[config.mk]
export PLATFORM = sky130hd
export DESIGN_NAME = hazard_flush_unit
export DESIGN_NICKNAME = d
export VERILOG_FILES = /design/src/rtl/hazard_flush_unit.sv
export SDC_FILE = /design/constraint.sdc
export NUM_CORES = 1
export LEC_CHECK = 0
export ABC_AREA = 1
export ABC_CLOCK_PERIOD_IN_PS = 1900
export CAP_MARGIN = 5
export CORE_ASPECT_RATIO = 2
export CORE_MARGIN = 4
export CORE_UTILIZATION = 30
export CTS_BUF_LIST = sky130_fd_sc_hd__clkbuf_16
export DETAILED_ROUTE_END_ITERATION = 6
export PLACE_DENSITY_LB_ADDON = 0.12
export SLEW_MARGIN = 20
export SYNTH_ARGS = -nofsm -noshare
export SYNTH_HDL_FRONTEND = slang
export SYNTH_SLANG_ARGS = --single-unit
[constraint.sdc]
create_clock -name clk -period 1.9 [get_ports clk]
set_input_delay 0.475 -clock clk [delete_from_list [all_inputs] [get_ports clk]]
set_output_delay 0.475 -clock clk [all_outputs]
set_load 0.05 [all_outputs]
[src/rtl/hazard_flush_unit.sv]
// Pipeline hazard control: operand forwarding, load-use and PC-write stalls/flushes,
// and a stall FSM that freezes the pipeline around multi-cycle vector memory accesses.
module hazard_flush_unit #(
  parameter int unsigned VMEM_TIMEOUT = 64,
  parameter int unsigned CNT_W        = 7
) (
  input  logic       clk,
  input  logic       reset,
  input  logic [3:0] RA1D,
  input  logic [3:0] RA2D,
  input  logic [3:0] RA1E,
  input  logic [3:0] RA2E,
  input  logic [3:0] WA3E,
  input  logic [3:0] WA3M,
  input  logic [3:0] WA3W,
  input  logic       RegWriteM,
  input  logic       RegWriteW,
  input  logic       MemtoRegE,
  input  logic       PCSrcD,
  input  logic       PCSrcE,
  input  logic       BranchTakenE,
  input  logic       VMemReqM,
  input  logic       VMemDone,
  output logic [1:0] ForwardAE,
  output logic [1:0] ForwardBE,
  output logic       StallF,
  output logic       StallD,
  output logic       StallE,
  output logic       StallM,
  output logic       FlushD,
  output logic       FlushE,
  output logic       FlushW,
  output logic       VMemStart,
  output logic       VMemBusy,
  output logic       VMemErr
);

  localparam logic [1:0] S_IDLE  = 2'd0;
  localparam logic [1:0] S_BUSY  = 2'd1;
  localparam logic [1:0] S_ERROR = 2'd2;

  localparam logic [CNT_W-1:0] CNT_LAST = CNT_W'(VMEM_TIMEOUT - 1);

  logic [1:0]       state_q, state_d;
  logic [CNT_W-1:0] cnt_q, cnt_d;
  logic             err_q, err_d;
  logic             pcsrcm_q, pcsrcw_q;
  logic             vstall_c, start_c;
  logic             ldr_c, pcpend_c;

  // Forwarding select: the younger producer in M wins over W.
  function automatic logic [1:0] fwd_sel(input logic [3:0] ra);
    if (RegWriteM && (ra == WA3M))      return 2'b10;
    else if (RegWriteW && (ra == WA3W)) return 2'b01;
    else                                return 2'b00;
  endfunction

  assign ForwardAE = fwd_sel(RA1E);
  assign ForwardBE = fwd_sel(RA2E);

  assign ldr_c    = MemtoRegE & ((RA1D == WA3E) | (RA2D == WA3E));
  assign pcpend_c = PCSrcD | PCSrcE | pcsrcm_q;

  // State register plus timeout counter and sticky error.
  always_ff @(posedge clk or negedge reset) begin
    if (!reset) begin
      state_q <= S_IDLE;
      cnt_q   <= '0;
      err_q   <= 1'b0;
    end else begin
      state_q <= state_d;
      cnt_q   <= cnt_d;
      err_q   <= err_d;
    end
  end

  // Next-state logic; stall and start are decoded from the same transitions.
  always_comb begin
    state_d  = state_q;
    cnt_d    = cnt_q;
    err_d    = err_q;
    vstall_c = 1'b0;
    start_c  = 1'b0;
    case (state_q)
      S_IDLE: begin
        if (VMemReqM) begin
          vstall_c = 1'b1;
          start_c  = 1'b1;
          cnt_d    = '0;
          state_d  = S_BUSY;
        end
      end
      S_BUSY: begin
        if (VMemDone) begin
          state_d = S_IDLE;
        end else begin
          vstall_c = 1'b1;
          if (cnt_q == CNT_LAST) begin
            state_d = S_ERROR;
            err_d   = 1'b1;
          end else begin
            cnt_d = cnt_q + 1'b1;
          end
        end
      end
      S_ERROR: begin
        state_d = S_ERROR;
      end
      default: begin
        state_d = S_IDLE;
      end
    endcase
  end

  // PC-write history follows the instruction through M and W, frozen with M.
  always_ff @(posedge clk or negedge reset) begin
    if (!reset) begin
      pcsrcm_q <= 1'b0;
      pcsrcw_q <= 1'b0;
    end else if (!StallM) begin
      pcsrcm_q <= PCSrcE;
      pcsrcw_q <= pcsrcm_q;
    end
  end

  // A vector stall freezes everything and defers branch/load-use effects.
  always_comb begin
    StallF = 1'b0;
    StallD = 1'b0;
    StallE = 1'b0;
    StallM = 1'b0;
    FlushD = 1'b0;
    FlushE = 1'b0;
    FlushW = 1'b0;
    if (reset) begin
      if (vstall_c) begin
        StallF = 1'b1;
        StallD = 1'b1;
        StallE = 1'b1;
        StallM = 1'b1;
        FlushW = 1'b1;
      end else begin
        StallF = ldr_c | pcpend_c;
        StallD = ldr_c;
        FlushD = pcpend_c | pcsrcw_q | BranchTakenE;
        FlushE = ldr_c | BranchTakenE;
      end
    end
  end

  assign VMemStart = reset & start_c;
  assign VMemBusy  = (state_q == S_BUSY);
  assign VMemErr   = err_q;

endmodule

-- Word-level counts from Yosys, hierarchy flattened
Cells that the tools add are included.
- output and inout port bits: 14
- flip-flop bits (word level): 12
- bits of input ports: 38
- logic and storage cells: 64
- muxes and demuxes: 26
- add/sub/neg operators: 1
- reductions and logical operators: 9
- bitwise gates (word level): 10
- eq/ne operators: 13
- operators with widths (kind ; number):
    equality test 4 bit ; 6
    2-to-1 mux 7 bit ; 3
    2-to-1 mux 1 bit ; 15
    case mux 7 bit (2 select lines) ; 1
    2-to-1 mux 2 bit ; 5
    adder 7 x 1 -> 7 bit (second input constant) ; 1
    equality test 7 x 6 -> 1 bit (second input constant) ; 1
    OR 1 bit ; 7
    != test 2 bit (second input constant) ; 3
    case mux 2 bit (3 select lines) ; 1
    logical AND 1 bit ; 4
    AND reduction 4 bit ; 1
    != test 3 x 2 -> 1 bit (second input constant) ; 1
    AND reduction 3 bit ; 1
    bitwise AND 1 bit ; 2
    equality test 2 x 1 -> 1 bit (second input constant) ; 1
    equality test 2 bit (second input constant) ; 1
    logical NOT 2 bit ; 1
    case mux 1 bit (2 select lines) ; 1
    AND reduction 2 bit ; 1
    nonzero test 2 bit ; 1
    NOT 1 bit ; 1

-- Logic depth before layout (Yosys ltp)
Gate-level depths: netlist (run 1).
- depth in word-level cells: 6
- mapped depth: 11
- gate-level depth less buffers: 11

-- Worst setup path after synthesis (run 1)
Ideal clock, no wire load.
- path kind: input to output
- start point: in RA1E[3]
- end point: out ForwardAE[0]
- stages: 4
- required time: 1.425 ns
- path slack: -1.498 ns
- arrival time: 2.923 ns
- buffers on the path: 0
- path through: inv_1 o21ai_0 nor4_1 nor2_1
- word-level cells in the longest chain between the ends: 4
- elaborated cells on any way between the ends: 6
- classes of those cells: eq/ne: 2; mux: 2; reduce/logical: 2
- ends and longest elaborated chain (element ; RTL line ; source):
    start, declared ; 11 ; input logic [3:0] RA1E,
    equality test 4 bit ; 54 ; else if (RegWriteW && (ra == WA3W)) return 2'b01;
    logical AND 1 bit ; 54 ;
    2-to-1 mux 1 bit ; 54 ;
    2-to-1 mux 2 bit (*) ; 53 ; if (RegWriteM && (ra == WA3M)) return 2'b10;
    end, declared ; 24 ; output logic [1:0] ForwardAE,
Every way passes the cells marked *; elsewhere a longest branch is shown, timed or not.

-- Final worst setup path (run 1)
- start point: reg state_q[1]
- end point: out StallD
- word-level cells in the longest chain between the ends: 4
- elaborated cells on any way between the ends: 5
- classes of those cells: eq/ne: 1; mux: 3; reduce/logical: 1
- ends and longest elaborated chain (element ; RTL line ; source):
    start, declared ; 44 ; logic [1:0] state_q, state_d;
    start signal, assigned ; 71 ; state_q <= state_d;
    equality test 2 x 1 -> 1 bit or logical NOT 2 bit (tied branches) ; 84 ; case (state_q)
    case mux 1 bit (2 select lines) (*) ; 84 ;
    2-to-1 mux 1 bit (*) ; 136 ; if (vstall_c) begin
    2-to-1 mux 1 bit (*) ; 135 ; if (reset) begin
    end, declared ; 27 ; output logic StallD,
Marked as above.

==> results of run 1 <==
-- per-stage QoR --
| stage | total power (µW) | utilization, % | TNS [ns] | hold slack (ns) |
|---|---|---|---|---|
| floorplan | 377 | - | -0.558 | 0.179 |
| global placement | 534 | 56.8 | -3.26 | 0.457 |
| detailed placement | 536 | 56.8 | -3.36 | 0.460 |
| CTS | 923 | 61.7 | -0.497 | 0.396 |
| global route | 956 | 61.0 | -1.01 | 0.413 |
| finish | 911 | 61.0 | -0.395 | 0.399 |
-- cell families (layout without fill, tap and decap cells) --
family	after synthesis	count (layout)	synth area share [%]
fa+ha+maj	1	1	1.17
compound gates	18	18	9.13
xor+xnor	6	6	4.92
simple gates	102	102	41.5
buf+inv	41	116	15.2
flops	12	12	28.1
-- registers in the layout (all words and copies together) (netlist names) --
signal / cells
cnt_q: 7
state_q: 2
VMemErr: 1
pcsrcm_q: 1
pcsrcw_q: 1
-- power by group --
group,switching (µW),internal (µW)
combinational,137,131
clock,107,274
sequential,2.48,260
-- cell usage in the layout, fill, tap and decap left out, types with 2 or more instances in the layout --
cell and count:
sky130_fd_sc_hd__a21oi_1 2, sky130_fd_sc_hd__buf_12 13, sky130_fd_sc_hd__buf_2 10, sky130_fd_sc_hd__buf_4 23, sky130_fd_sc_hd__clkbuf_16 3, sky130_fd_sc_hd__clkbuf_2 11
sky130_fd_sc_hd__clkdlybuf4s15_1 5, sky130_fd_sc_hd__clkdlybuf4s50_1 4, sky130_fd_sc_hd__clkinv_4 2, sky130_fd_sc_hd__dfrtp_1 12, sky130_fd_sc_hd__dlygate4sd2_1 5, sky130_fd_sc_hd__inv_1 28
sky130_fd_sc_hd__inv_2 6, sky130_fd_sc_hd__nand2_1 59, sky130_fd_sc_hd__nand2_2 4, sky130_fd_sc_hd__nand2_4 5, sky130_fd_sc_hd__nand3_1 5, sky130_fd_sc_hd__nand3_2 4
sky130_fd_sc_hd__nor2_1 11, sky130_fd_sc_hd__nor2_2 3, sky130_fd_sc_hd__nor2_4 3, sky130_fd_sc_hd__nor3_4 2, sky130_fd_sc_hd__o21ai_0 8, sky130_fd_sc_hd__o21ai_1 2
sky130_fd_sc_hd__or2_4 3, sky130_fd_sc_hd__xnor2_2 2, sky130_fd_sc_hd__xor2_1 2
-- worst min-delay path by stage --
stage	start	end	slack (ns)	cells after the start
final	reset	VMemErr	0.40	3
after global routing	reset	VMemErr	0.41	3
after global placement	VMemErr	VMemErr	0.46	2
after floorplan	reset	VMemErr	0.18	0
after CTS	reset	VMemErr	0.40	3
after detailed placement	VMemErr	VMemErr	0.46	2
-- worst max-delay path, stage by stage, from the launching register on --
cell	delay [ns]
sky130_fd_sc_hd__dfrtp_1	0.40
sky130_fd_sc_hd__nor2_4	0.13
sky130_fd_sc_hd__inv_2	0.04
sky130_fd_sc_hd__or2_4	0.24
sky130_fd_sc_hd__nand2_4	0.09
sky130_fd_sc_hd__inv_4	0.04
sky130_fd_sc_hd__nand2_4	0.05
sky130_fd_sc_hd__nand2_4	0.06
sky130_fd_sc_hd__clkinvlp_4	0.08
sky130_fd_sc_hd__buf_12	0.13
-- per-layer routing --
layer  vias to the layer above  GRT usage (%)
li1                        693              -
met1                       589           13.1
met2                        30           32.1
met3                         4           2.25
met4                         0           4.85
met5                         -              0
-- timing repair --
action	CTS	global route
setup endpoints to repair	12	10
resized for setup	98	31
buffers inserted	7	2
pin swaps	29	29
-- area by class of cell --
type                    instances  area [µm²]
flip-flops and latches         12         300
well taps                      48        60.1
repair buffers                 74         709
multi-input cells             127         774
fillers                       309        1330
inverters                      39         164
clock buffers                   3        75.1
==> impl_metrics.xml, run 1 <==
<?xml version="1.0" encoding="UTF-8"?>
<metrics>
  <group name="global_route">
    <metric name="grt_first_pass_wirelength" unit="mm">5.53</metric>
    <metric name="number_of_global_route_vias_before_repair" unit="">1389</metric>
    <metric name="gr-total-overflow" unit="">0</metric>
    <metric name="grt_usage" unit="%">15.1</metric>
    <metric name="grt_antenna_before_repair" unit="">0</metric>
    <metric name="grt_max_degree" unit="">9</metric>
  </group>
  <group name="critical_path">
    <metric name="critical_path_class" unit="">register to output port</metric>
    <metric name="critPathRequiredTime" unit="ns">1.42</metric>
    <metric name="timing.critical_path.fanout_max" unit="">3</metric>
    <metric name="worst_r2r_path_depth" unit="">9</metric>
    <metric name="end_kind" unit="">output port</metric>
    <metric name="critPathLaunch" unit="">state_q[1]</metric>
    <metric name="nature_of_the_critical_path_startpoint" unit="">register</metric>
    <metric name="crit_path_end" unit="">StallD</metric>
    <metric name="crit-reg2reg-launch" unit="">cnt_q[0]</metric>
    <metric name="reg2reg_slack" unit="ns">0.35</metric>
    <metric name="rr_endpoint" unit="">cnt_q[4]</metric>
    <metric name="cp.arrival" unit="ns">1.51</metric>
  </group>
  <group name="logic_synthesis">
    <metric name="post-synth-top-count-cell" unit="">sky130_fd_sc_hd__nand2_1</metric>
    <metric name="number_of_warnings_reported_in_the_yosys_synthesis_log" unit="">0</metric>
    <metric name="synth_enable_flop_cells" unit="">0</metric>
    <metric name="post_synthesis_instance_area" unit="mm²">0.00107</metric>
    <metric name="synth.distinct_cells" unit="">25</metric>
    <metric name="fraction_of_registers_with_async_set_or_reset_after_synthesis" unit="%">100</metric>
    <metric name="yosys.area.top_type" unit="">sky130_fd_sc_hd__dfrtp_1</metric>
    <metric name="netlist.area_leader.share" unit="%">28.1</metric>
    <metric name="synth.avg_cell_area" unit="µm²">5.94</metric>
    <metric name="synthCells" unit="">180</metric>
    <metric name="syn-num-nets" unit="">219</metric>
    <metric name="dominantRegCellSynth" unit="">sky130_fd_sc_hd__dfrtp_1</metric>
    <metric name="synth.ff_latch_count" unit="">12</metric>
    <metric name="synth_sequential_area_ratio" unit="%">28.1</metric>
    <metric name="synth.top_cells.by_count" unit="">sky130_fd_sc_hd__nand2_1, sky130_fd_sc_hd__inv_1, sky130_fd_sc_hd__nor2_1</metric>
    <metric name="ranking_of_synthesized_cells_by_area" unit="">sky130_fd_sc_hd__dfrtp_1, sky130_fd_sc_hd__nand2_1, sky130_fd_sc_hd__inv_1</metric>
  </group>
  <group name="outcome">
    <metric name="failing_checks" unit="">negative setup slack</metric>
    <metric name="outcome" unit="">complete, but fails checks</metric>
  </group>
  <group name="placed_design">
    <metric name="buffer_ports.inserted" unit="">51</metric>
    <metric name="placed_cells_incl_taps" unit="">291</metric>
    <metric name="hpwl" unit="mm">2.71</metric>
    <metric name="placedInstanceArea" unit="mm²">0.00194</metric>
    <metric name="gp_congestion" unit="">0.730</metric>
    <metric name="dpl_worst_slack" unit="ns">-0.468</metric>
  </group>
  <group name="sta">
    <metric name="worst_slew_pin_slew" unit="ns">0.264</metric>
    <metric name="max_slew_margin" unit="%">82.3</metric>
    <metric name="unrepaired_setup_endpoints_after_global_routing" unit="">true</metric>
    <metric name="fin_worst_skew" unit="ns">0.00359</metric>
    <metric name="final.period_utilization" unit="%">104</metric>
    <metric name="postLayoutSetupSlackWorst" unit="ns">-0.0815</metric>
    <metric name="setup-violations-final" unit="">8</metric>
    <metric name="final_max_slew_viol_count" unit="">0</metric>
    <metric name="maxClockFrequency" unit="GHz">0.505</metric>
    <metric name="min_period" unit="ns">1.98</metric>
    <metric name="count_of_endpoints_failing_hold_in_the_final_timing_report" unit="">0</metric>
  </group>
  <group name="clocking">
    <metric name="clock_insertion_delay_worst_skew" unit="ns">0.24</metric>
    <metric name="clock_path_buffers" unit="">2</metric>
    <metric name="cts-root-buf" unit="">sky130_fd_sc_hd__clkbuf_16</metric>
    <metric name="sinks_on_the_clock_net" unit="">12</metric>
    <metric name="cts_hold_buf" unit="">0</metric>
    <metric name="cts_tree" unit="">done</metric>
    <metric name="cts-htree-levels" unit="">1</metric>
    <metric name="path_clk_slew" unit="ns">0.04</metric>
    <metric name="numCtsBuffers" unit="">3</metric>
  </group>
  <group name="floorplanning">
    <metric name="placeableCoreArea" unit="mm²">0.00342</metric>
    <metric name="io-pin-count" unit="">52</metric>
    <metric name="die_w" unit="µm">50.2</metric>
    <metric name="initial_utilization" unit="%">31.3</metric>
    <metric name="die_span_in_y" unit="µm">92.4</metric>
    <metric name="rows" unit="">30</metric>
    <metric name="dieArea" unit="mm²">0.00464</metric>
  </group>
  <group name="power">
    <metric name="vdd.ir_drop.worst" unit="V">0.000321</metric>
    <metric name="power_density" unit="mW/mm²">437</metric>
    <metric name="power.static_leakage" unit="µW">0.00110</metric>
  </group>
  <group name="run">
    <metric name="cap_viol_max_count" unit="">0</metric>
  </group>
  <group name="routing">
    <metric name="detailroute.wirelength.met3" unit="µm">145</metric>
    <metric name="wl_per_cell" unit="µm">10.5</metric>
    <metric name="met2RoutedLength" unit="mm">2.01</metric>
    <metric name="initialDrtViolationCount" unit="">12</metric>
    <metric name="post_drt_via_cell_ratio" unit="">4.34</metric>
    <metric name="vias" unit="">1316</metric>
    <metric name="drc_errors" unit="">0</metric>
    <metric name="antenna_violating_nets_post_route" unit="">0</metric>
    <metric name="detail_route.wirelength" unit="mm">3.17</metric>
    <metric name="top_routing_layer_in_use" unit="">met4</metric>
    <metric name="drt_pre_antenna_iters" unit="">4</metric>
    <metric name="routed_length_on_met1" unit="µm">985</metric>
  </group>
  <group name="final_layout">
    <metric name="post_layout_nonfiller_instances" unit="">303</metric>
    <metric name="postLayoutCellArea" unit="mm²">0.00208</metric>
    <metric name="nets" unit="">296</metric>
    <metric name="final_layout_size_suffix_gt1_share" unit="%">42.4</metric>
    <metric name="num_antenna_cells" unit="">0</metric>
    <metric name="areaGrowthSynthToFinish" unit="%">95.0</metric>
  </group>
  <group name="min_path">
    <metric name="holdCritPathClass" unit="">input port to async pin</metric>
  </group>
</metrics>
No activity file was read; power rests on OpenSTA's default activity.
==> run 2, diff against run 1 <==
--- a/config.mk
+++ b/config.mk
@@ -6,7 +6,7 @@
 export NUM_CORES = 1
 export LEC_CHECK = 0
 export ABC_AREA = 1
-export ABC_CLOCK_PERIOD_IN_PS = 1900
+export ABC_CLOCK_PERIOD_IN_PS = 2300
 export CAP_MARGIN = 5
 export CORE_ASPECT_RATIO = 2
 export CORE_MARGIN = 4
==> constraint.sdc (replaced) <==
create_clock -name clk -period 2.3 [get_ports clk]
set_input_delay 0.575 -clock clk [delete_from_list [all_inputs] [get_ports clk]]
set_output_delay 0.575 -clock clk [all_outputs]
set_load 0.05 [all_outputs]
==> run 2 against run 1 <==
- count of clock-buffer cells in the layout did not move
- the flow now finishes without violations
- sequential share of layout area is 0.57 points higher
- via count down 4.3%
- non-clock buffer count decreased by 10
- critical path type is now input port to output port
==> impl_metrics.xml, run 2 (synthesized netlist as in run 1, its figures left out) <==
<?xml version="1.0" encoding="UTF-8"?>
<metrics>
  <group name="critical_path">
    <metric name="critical-path-max-stage-delay" unit="ns">0.40</metric>
    <metric name="total_stage_count_of_the_critical_path" unit="">8</metric>
    <metric name="crit-reg2reg-launch" unit="">cnt_q[0]</metric>
    <metric name="critPathLaunch" unit="">VMemDone</metric>
    <metric name="critPathRequiredTime" unit="ns">1.73</metric>
    <metric name="critical_path_class" unit="">input port to output port</metric>
    <metric name="cp.arrival" unit="ns">1.69</metric>
    <metric name="worst_path_max_delay_cell" unit="">sky130_fd_sc_hd__clkdlybuf4s50_1</metric>
    <metric name="rr_endpoint" unit="">cnt_q[4]</metric>
    <metric name="cp_common_cell" unit="">sky130_fd_sc_hd__nand2_2</metric>
    <metric name="worstPathCellList" unit="">clkdlybuf4s50_1 &gt; or2_4 &gt; nand2_4 &gt; inv_4 &gt; nand2_2 &gt; nand2_2 &gt; nand2_2 &gt; buf_12</metric>
    <metric name="worst-path-buf-inv" unit="">3</metric>
    <metric name="worst_r2r_path_depth" unit="">9</metric>
    <metric name="timing.critical_path.fanout_max" unit="">4</metric>
    <metric name="reg2reg_slack" unit="ns">0.76</metric>
    <metric name="end_kind" unit="">output port</metric>
    <metric name="nature_of_the_critical_path_startpoint" unit="">input port</metric>
    <metric name="worst_path_dominant_cell_family" unit="">buffers and inverters</metric>
    <metric name="crit_path_end" unit="">StallF</metric>
  </group>
  <group name="sta">
    <metric name="final.setup.tns" unit="ns">0</metric>
    <metric name="final.hold.worst_slack" unit="ns">0.441</metric>
    <metric name="maxClockFrequency" unit="GHz">0.442</metric>
    <metric name="worst_slew_pin_slew" unit="ns">0.491</metric>
    <metric name="postLayoutSetupSlackWorst" unit="ns">0.0399</metric>
    <metric name="min_period" unit="ns">2.26</metric>
    <metric name="fin_worst_skew" unit="ns">0.00243</metric>
    <metric name="final_max_slew_viol_count" unit="">0</metric>
    <metric name="max_slew_margin" unit="%">67.2</metric>
    <metric name="final.period_utilization" unit="%">98.3</metric>
    <metric name="count_of_endpoints_failing_hold_in_the_final_timing_report" unit="">0</metric>
    <metric name="setup-violations-final" unit="">0</metric>
    <metric name="unrepaired_setup_endpoints_after_global_routing" unit="">true</metric>
  </group>
  <group name="routing">
    <metric name="post_drt_via_cell_ratio" unit="">4.29</metric>
    <metric name="wl_per_cell" unit="µm">10.7</metric>
    <metric name="drc_errors" unit="">0</metric>
    <metric name="initialDrtViolationCount" unit="">15</metric>
    <metric name="antenna_violating_nets_post_route" unit="">0</metric>
    <metric name="detail_route.wirelength" unit="mm">3.16</metric>
    <metric name="vias" unit="">1260</metric>
    <metric name="drt_pre_antenna_iters" unit="">4</metric>
  </group>
  <group name="global_route">
    <metric name="grt_max_degree" unit="">9</metric>
    <metric name="number_of_global_route_vias_before_repair" unit="">1207</metric>
    <metric name="grt_first_pass_wirelength" unit="mm">5.11</metric>
    <metric name="grt_antenna_before_repair" unit="">0</metric>
    <metric name="gr-total-overflow" unit="">0</metric>
    <metric name="grt_usage" unit="%">14.1</metric>
  </group>
  <group name="final_layout">
    <metric name="largest_reg_flops" unit="">7</metric>
    <metric name="largest_register" unit="">cnt_q</metric>
    <metric name="multi_input_comb_area" unit="µm²">711</metric>
    <metric name="areaGrowthSynthToFinish" unit="%">87.6</metric>
    <metric name="num_antenna_cells" unit="">0</metric>
    <metric name="final_util" unit="%">58.7</metric>
    <metric name="nets" unit="">286</metric>
    <metric name="final_layout_size_suffix_gt1_share" unit="%">28.5</metric>
    <metric name="fill_cells" unit="">336</metric>
    <metric name="regArea" unit="µm²">300</metric>
    <metric name="final_cell_mix" unit="">sky130_fd_sc_hd__nand2_1, sky130_fd_sc_hd__inv_1, sky130_fd_sc_hd__dlygate4sd2_1</metric>
    <metric name="post_layout_nonfiller_instances" unit="">294</metric>
    <metric name="reg_top3" unit="">cnt_q (7), state_q (2)</metric>
    <metric name="final_common_cell" unit="">sky130_fd_sc_hd__nand2_1</metric>
  </group>
  <group name="clocking">
    <metric name="sinks_on_the_clock_net" unit="">12</metric>
    <metric name="cts-root-buf" unit="">sky130_fd_sc_hd__clkbuf_16</metric>
    <metric name="clock_path_buffers" unit="">2</metric>
    <metric name="numCtsBuffers" unit="">3</metric>
    <metric name="path_clk_slew" unit="ns">0.04</metric>
    <metric name="clock_insertion_delay_worst_skew" unit="ns">0.24</metric>
    <metric name="cts_tree" unit="">done</metric>
    <metric name="cts-htree-levels" unit="">1</metric>
    <metric name="cts_hold_buf" unit="">0</metric>
  </group>
  <group name="floorplanning">
    <metric name="rows" unit="">30</metric>
    <metric name="dieArea" unit="mm²">0.00464</metric>
    <metric name="placeableCoreArea" unit="mm²">0.00342</metric>
    <metric name="initial_utilization" unit="%">31.3</metric>
    <metric name="die_span_in_y" unit="µm">92.4</metric>
    <metric name="die_w" unit="µm">50.2</metric>
    <metric name="io-pin-count" unit="">52</metric>
  </group>
  <group name="placed_design">
    <metric name="gp_congestion" unit="">0.784</metric>
    <metric name="dpl_worst_slack" unit="ns">-0.256</metric>
    <metric name="buffer_ports.inserted" unit="">51</metric>
    <metric name="hpwl" unit="mm">2.67</metric>
    <metric name="placed_cells_incl_taps" unit="">290</metric>
  </group>
  <group name="outcome">
    <metric name="outcome" unit="">completed</metric>
  </group>
  <group name="power">
    <metric name="power.static_leakage" unit="µW">0.00108</metric>
    <metric name="vdd.ir_drop.worst" unit="V">0.000402</metric>
    <metric name="power_density" unit="mW/mm²">374</metric>
  </group>
  <group name="run">
    <metric name="cap_viol_max_count" unit="">0</metric>
  </group>
  <group name="min_path">
    <metric name="holdCritPathClass" unit="">input port to async pin</metric>
  </group>
</metrics>
==> run 2: layer usage <==
layer,part of all wire [%],vias up,track usage [%]
met5,0,-,0
met4,2.3,0,6.93
met3,5.3,5,1.77
met2,57,32,27.7
met1,36,551,13.6
li1,-,672,-
==> run 2: stage by stage <==
step	cell area, µm²	total power (µW)
finish	2000	750
global route	2000	784
CTS	2000	757
detailed placement	1880	434
global placement	1880	433
floorplan	1110	304
==> run 2: area by class of cell <==
class | count | share of cell area [%]
Clock inverter | 1 | 0.187
Multi-Input combinational cell | 127 | 35.5
Tap cell | 48 | 3.00
Inverter | 39 | 7.55
Clock buffer | 3 | 3.75
Sequential cell | 12 | 15.0
Timing Repair Buffer | 64 | 35.1
==> run 2: what timing repair did <==
| item | CTS | global route |
|---|---|---|
| pin swaps | 17 | 11 |
| cloned | 0 | 0 |
| gates resized for setup | 53 | 17 |
| endpoints found under the setup margin | 11 | 11 |
| buffers inserted | 1 | 0 |
==> run 2: worst min-delay path by stage <==
stage / start / to
final: reset / state_q[1]
after floorplan: reset / VMemErr
after global routing: reset / VMemErr
after global placement: VMemErr / VMemErr
after detailed placement: VMemErr / VMemErr
after CTS: VMemErr / VMemErr
==> run 2: power by group <==
part / internal (µW) / total (µW) / switching (µW) / leakage [µW]
Combinational: 106 / 211 / 105 / 0.000903
Clock: 229 / 323 / 93.7 / 0.0000385
Sequential: 215 / 216 / 1.65 / 0.000140
==> run 3, diff against run 2 <==
--- a/config.mk
+++ b/config.mk
@@ -8,10 +8,10 @@
 export ABC_AREA = 1
 export ABC_CLOCK_PERIOD_IN_PS = 2300
 export CAP_MARGIN = 5
-export CORE_ASPECT_RATIO = 2
+export CORE_ASPECT_RATIO = 1.4
 export CORE_MARGIN = 4
 export CORE_UTILIZATION = 30
-export CTS_BUF_LIST = sky130_fd_sc_hd__clkbuf_16
+export CTS_BUF_LIST = sky130_fd_sc_hd__clkbuf_4
 export DETAILED_ROUTE_END_ITERATION = 6
 export PLACE_DENSITY_LB_ADDON = 0.12
 export SLEW_MARGIN = 20
==> run 3 against run 2 <==
- critical path type unchanged
- non-clock buffer count up 4
- first-iteration DRC count rose to 3.2 times the previous value
- setup slack got worse by 0.0054 ns
- total power fell by 25%
- sequential cell count unchanged
- critical endpoint unchanged
==> impl_metrics.xml, run 3 (synthesized netlist as in run 1, its figures left out) <==
<?xml version="1.0" encoding="UTF-8"?>
<metrics>
  <group name="floorplanning">
    <metric name="die_w" unit="µm">58.4</metric>
    <metric name="placeableCoreArea" unit="mm²">0.00341</metric>
    <metric name="dieArea" unit="mm²">0.00459</metric>
    <metric name="rows" unit="">25</metric>
    <metric name="io-pin-count" unit="">52</metric>
    <metric name="initial_utilization" unit="%">31.3</metric>
    <metric name="die_span_in_y" unit="µm">78.6</metric>
  </group>
  <group name="final_layout">
    <metric name="final_cell_mix" unit="">sky130_fd_sc_hd__nand2_1, sky130_fd_sc_hd__inv_1, sky130_fd_sc_hd__dlygate4sd2_1</metric>
    <metric name="final_common_cell" unit="">sky130_fd_sc_hd__nand2_1</metric>
    <metric name="largest_register" unit="">cnt_q</metric>
    <metric name="nets" unit="">290</metric>
    <metric name="largest_reg_flops" unit="">7</metric>
    <metric name="postLayoutCellArea" unit="mm²">0.00197</metric>
    <metric name="fill_cells" unit="">344</metric>
    <metric name="final_layout_size_suffix_gt1_share" unit="%">28.1</metric>
    <metric name="multi_input_comb_area" unit="µm²">722</metric>
    <metric name="reg_top3" unit="">cnt_q (7), state_q (2)</metric>
    <metric name="areaGrowthSynthToFinish" unit="%">84.5</metric>
    <metric name="num_antenna_cells" unit="">0</metric>
    <metric name="regArea" unit="µm²">300</metric>
    <metric name="final_util" unit="%">57.8</metric>
  </group>
  <group name="critical_path">
    <metric name="crit-reg2reg-launch" unit="">cnt_q[0]</metric>
    <metric name="critical_path_class" unit="">input port to output port</metric>
    <metric name="rr_endpoint" unit="">cnt_q[4]</metric>
    <metric name="critPathRequiredTime" unit="ns">1.73</metric>
    <metric name="worst_r2r_path_depth" unit="">9</metric>
    <metric name="nature_of_the_critical_path_startpoint" unit="">input port</metric>
    <metric name="cp.arrival" unit="ns">1.69</metric>
    <metric name="end_kind" unit="">output port</metric>
    <metric name="reg2reg_slack" unit="ns">0.78</metric>
    <metric name="timing.critical_path.fanout_max" unit="">3</metric>
  </group>
  <group name="sta">
    <metric name="max_slew_margin" unit="%">66.7</metric>
    <metric name="setup-violations-final" unit="">0</metric>
    <metric name="count_of_endpoints_failing_hold_in_the_final_timing_report" unit="">0</metric>
    <metric name="fin_worst_skew" unit="ns">0.00465</metric>
    <metric name="maxClockFrequency" unit="GHz">0.441</metric>
    <metric name="unrepaired_setup_endpoints_after_global_routing" unit="">true</metric>
    <metric name="final_max_slew_viol_count" unit="">0</metric>
    <metric name="final.period_utilization" unit="%">98.5</metric>
    <metric name="min_period" unit="ns">2.27</metric>
    <metric name="worst_slew_pin_slew" unit="ns">0.497</metric>
  </group>
  <group name="power">
    <metric name="vdd.ir_drop.worst" unit="V">0.000348</metric>
    <metric name="power.static_leakage" unit="µW">0.00106</metric>
    <metric name="power_switching" unit="µW">180</metric>
    <metric name="p_comb_share" unit="%">38.0</metric>
    <metric name="power_density" unit="mW/mm²">285</metric>
    <metric name="power_frac_clock" unit="%">23.7</metric>
    <metric name="share_seq_of_total_power" unit="%">38.3</metric>
    <metric name="p_int" unit="µW">382</metric>
    <metric name="finalPower" unit="µW">562</metric>
    <metric name="switching_part_of_the_total_power" unit="%">32.0</metric>
  </group>
  <group name="clocking">
    <metric name="cts_tree" unit="">done</metric>
    <metric name="clock_path_buffers" unit="">2</metric>
    <metric name="cts-htree-levels" unit="">1</metric>
    <metric name="path_clk_slew" unit="ns">0.07</metric>
    <metric name="cts-root-buf" unit="">sky130_fd_sc_hd__clkbuf_4</metric>
    <metric name="numCtsBuffers" unit="">3</metric>
    <metric name="sinks_on_the_clock_net" unit="">12</metric>
    <metric name="clock_insertion_delay_worst_skew" unit="ns">0.28</metric>
    <metric name="cts_hold_buf" unit="">0</metric>
  </group>
  <group name="global_route">
    <metric name="gr-total-overflow" unit="">0</metric>
    <metric name="grt_antenna_before_repair" unit="">0</metric>
    <metric name="grt_first_pass_wirelength" unit="mm">4.99</metric>
    <metric name="grt_usage" unit="%">13.8</metric>
    <metric name="grt_max_degree" unit="">11</metric>
    <metric name="number_of_global_route_vias_before_repair" unit="">1181</metric>
  </group>
  <group name="placed_design">
    <metric name="buffer_ports.inserted" unit="">51</metric>
    <metric name="hpwl" unit="mm">2.38</metric>
    <metric name="gp_congestion" unit="">0.817</metric>
    <metric name="placedInstanceArea" unit="mm²">0.00188</metric>
  </group>
  <group name="min_path">
    <metric name="hold-path-cell-count" unit="">2</metric>
    <metric name="timing.hold.worst_endpoint" unit="">VMemErr</metric>
    <metric name="worst_hold_startpoint" unit="">VMemErr</metric>
    <metric name="holdCritPathClass" unit="">register to register</metric>
  </group>
  <group name="outcome">
    <metric name="outcome" unit="">completed</metric>
  </group>
  <group name="run">
    <metric name="cap_viol_max_count" unit="">0</metric>
  </group>
  <group name="routing">
    <metric name="antenna_violating_nets_post_route" unit="">0</metric>
    <metric name="vias" unit="">1257</metric>
    <metric name="detail_route.wirelength" unit="mm">3.03</metric>
    <metric name="wl_per_cell" unit="µm">10.5</metric>
    <metric name="post_drt_via_cell_ratio" unit="">4.35</metric>
    <metric name="initialDrtViolationCount" unit="">48</metric>
    <metric name="drc_errors" unit="">0</metric>
    <metric name="drt_pre_antenna_iters" unit="">2</metric>
  </group>
</metrics>
## run 3: worst max-delay path, cell delays in order
cell and delay [ns]:
sky130_fd_sc_hd__clkdlybuf4s50_1 0.40, sky130_fd_sc_hd__or2_4 0.26, sky130_fd_sc_hd__nand2_4 0.07, sky130_fd_sc_hd__inv_1 0.05, sky130_fd_sc_hd__nand2_1 0.06, sky130_fd_sc_hd__nand2_2 0.06
sky130_fd_sc_hd__nand2_2 0.08, sky130_fd_sc_hd__buf_12 0.13
## run 3: power groups by stage
stage,Clock (µW),Sequential [µW],Combinational (µW)
2_1_floorplan,0,219,85.0
3_3_place_gp,0,219,213
3_5_place_dp,0,219,213
4_1_cts,139,215,209
5_1_grt,151,216,234
6_report,133,215,213
## run 3: cell type report
| class | count | share of cell area [%] |
|---|---|---|
| timing repair buffer | 68 | 37.0 |
| clock buffer | 3 | 1.14 |
| sequential | 12 | 15.2 |
| multi-input combinational | 127 | 36.6 |
| inverter | 39 | 7.49 |
| tap | 40 | 2.54 |
## run 3: per-layer routing
layer,global-route usage (%),wire length (µm),vias up
met3,2.63,212,5
met5,0,0,-
li1,-,-,682
met1,16.6,1240,535
met2,23.2,1520,35
met4,6.03,56,0
## run 3: per-stage QoR
stage	std cells	hold WS, ns	setup WS [ns]	setup TNS, ns
after global routing	289	0.500	-0.0241	-0.0821
final	289	0.474	0.0345	0
after detailed placement	283	0.467	-0.244	-1.17
after CTS	287	0.486	0.00321	0
after floorplan	180	0.279	-0.0423	-0.0423
after global placement	283	0.449	-0.226	-1.13
## run 3: how the worst max path moves through the flow
stage | startpoint | endpoint | slack, ns | cells after the start
finish | VMemDone | StallF | 0.03 | 8
global route | VMemDone | StallF | -0.02 | 8
floorplan | WA3M[0] | ForwardAE[0] | -0.04 | 5
global placement | WA3M[0] | ForwardAE[1] | -0.23 | 7
detailed placement | RA1E[0] | ForwardAE[1] | -0.24 | 6
CTS | VMemDone | StallE | 0.003 | 7
## run 3: what timing repair did
action,4_1_cts,5_1_grt
setup endpoints to repair,7,9
gates resized for setup,46,15
buffers inserted,1,2
pin swaps,14,8
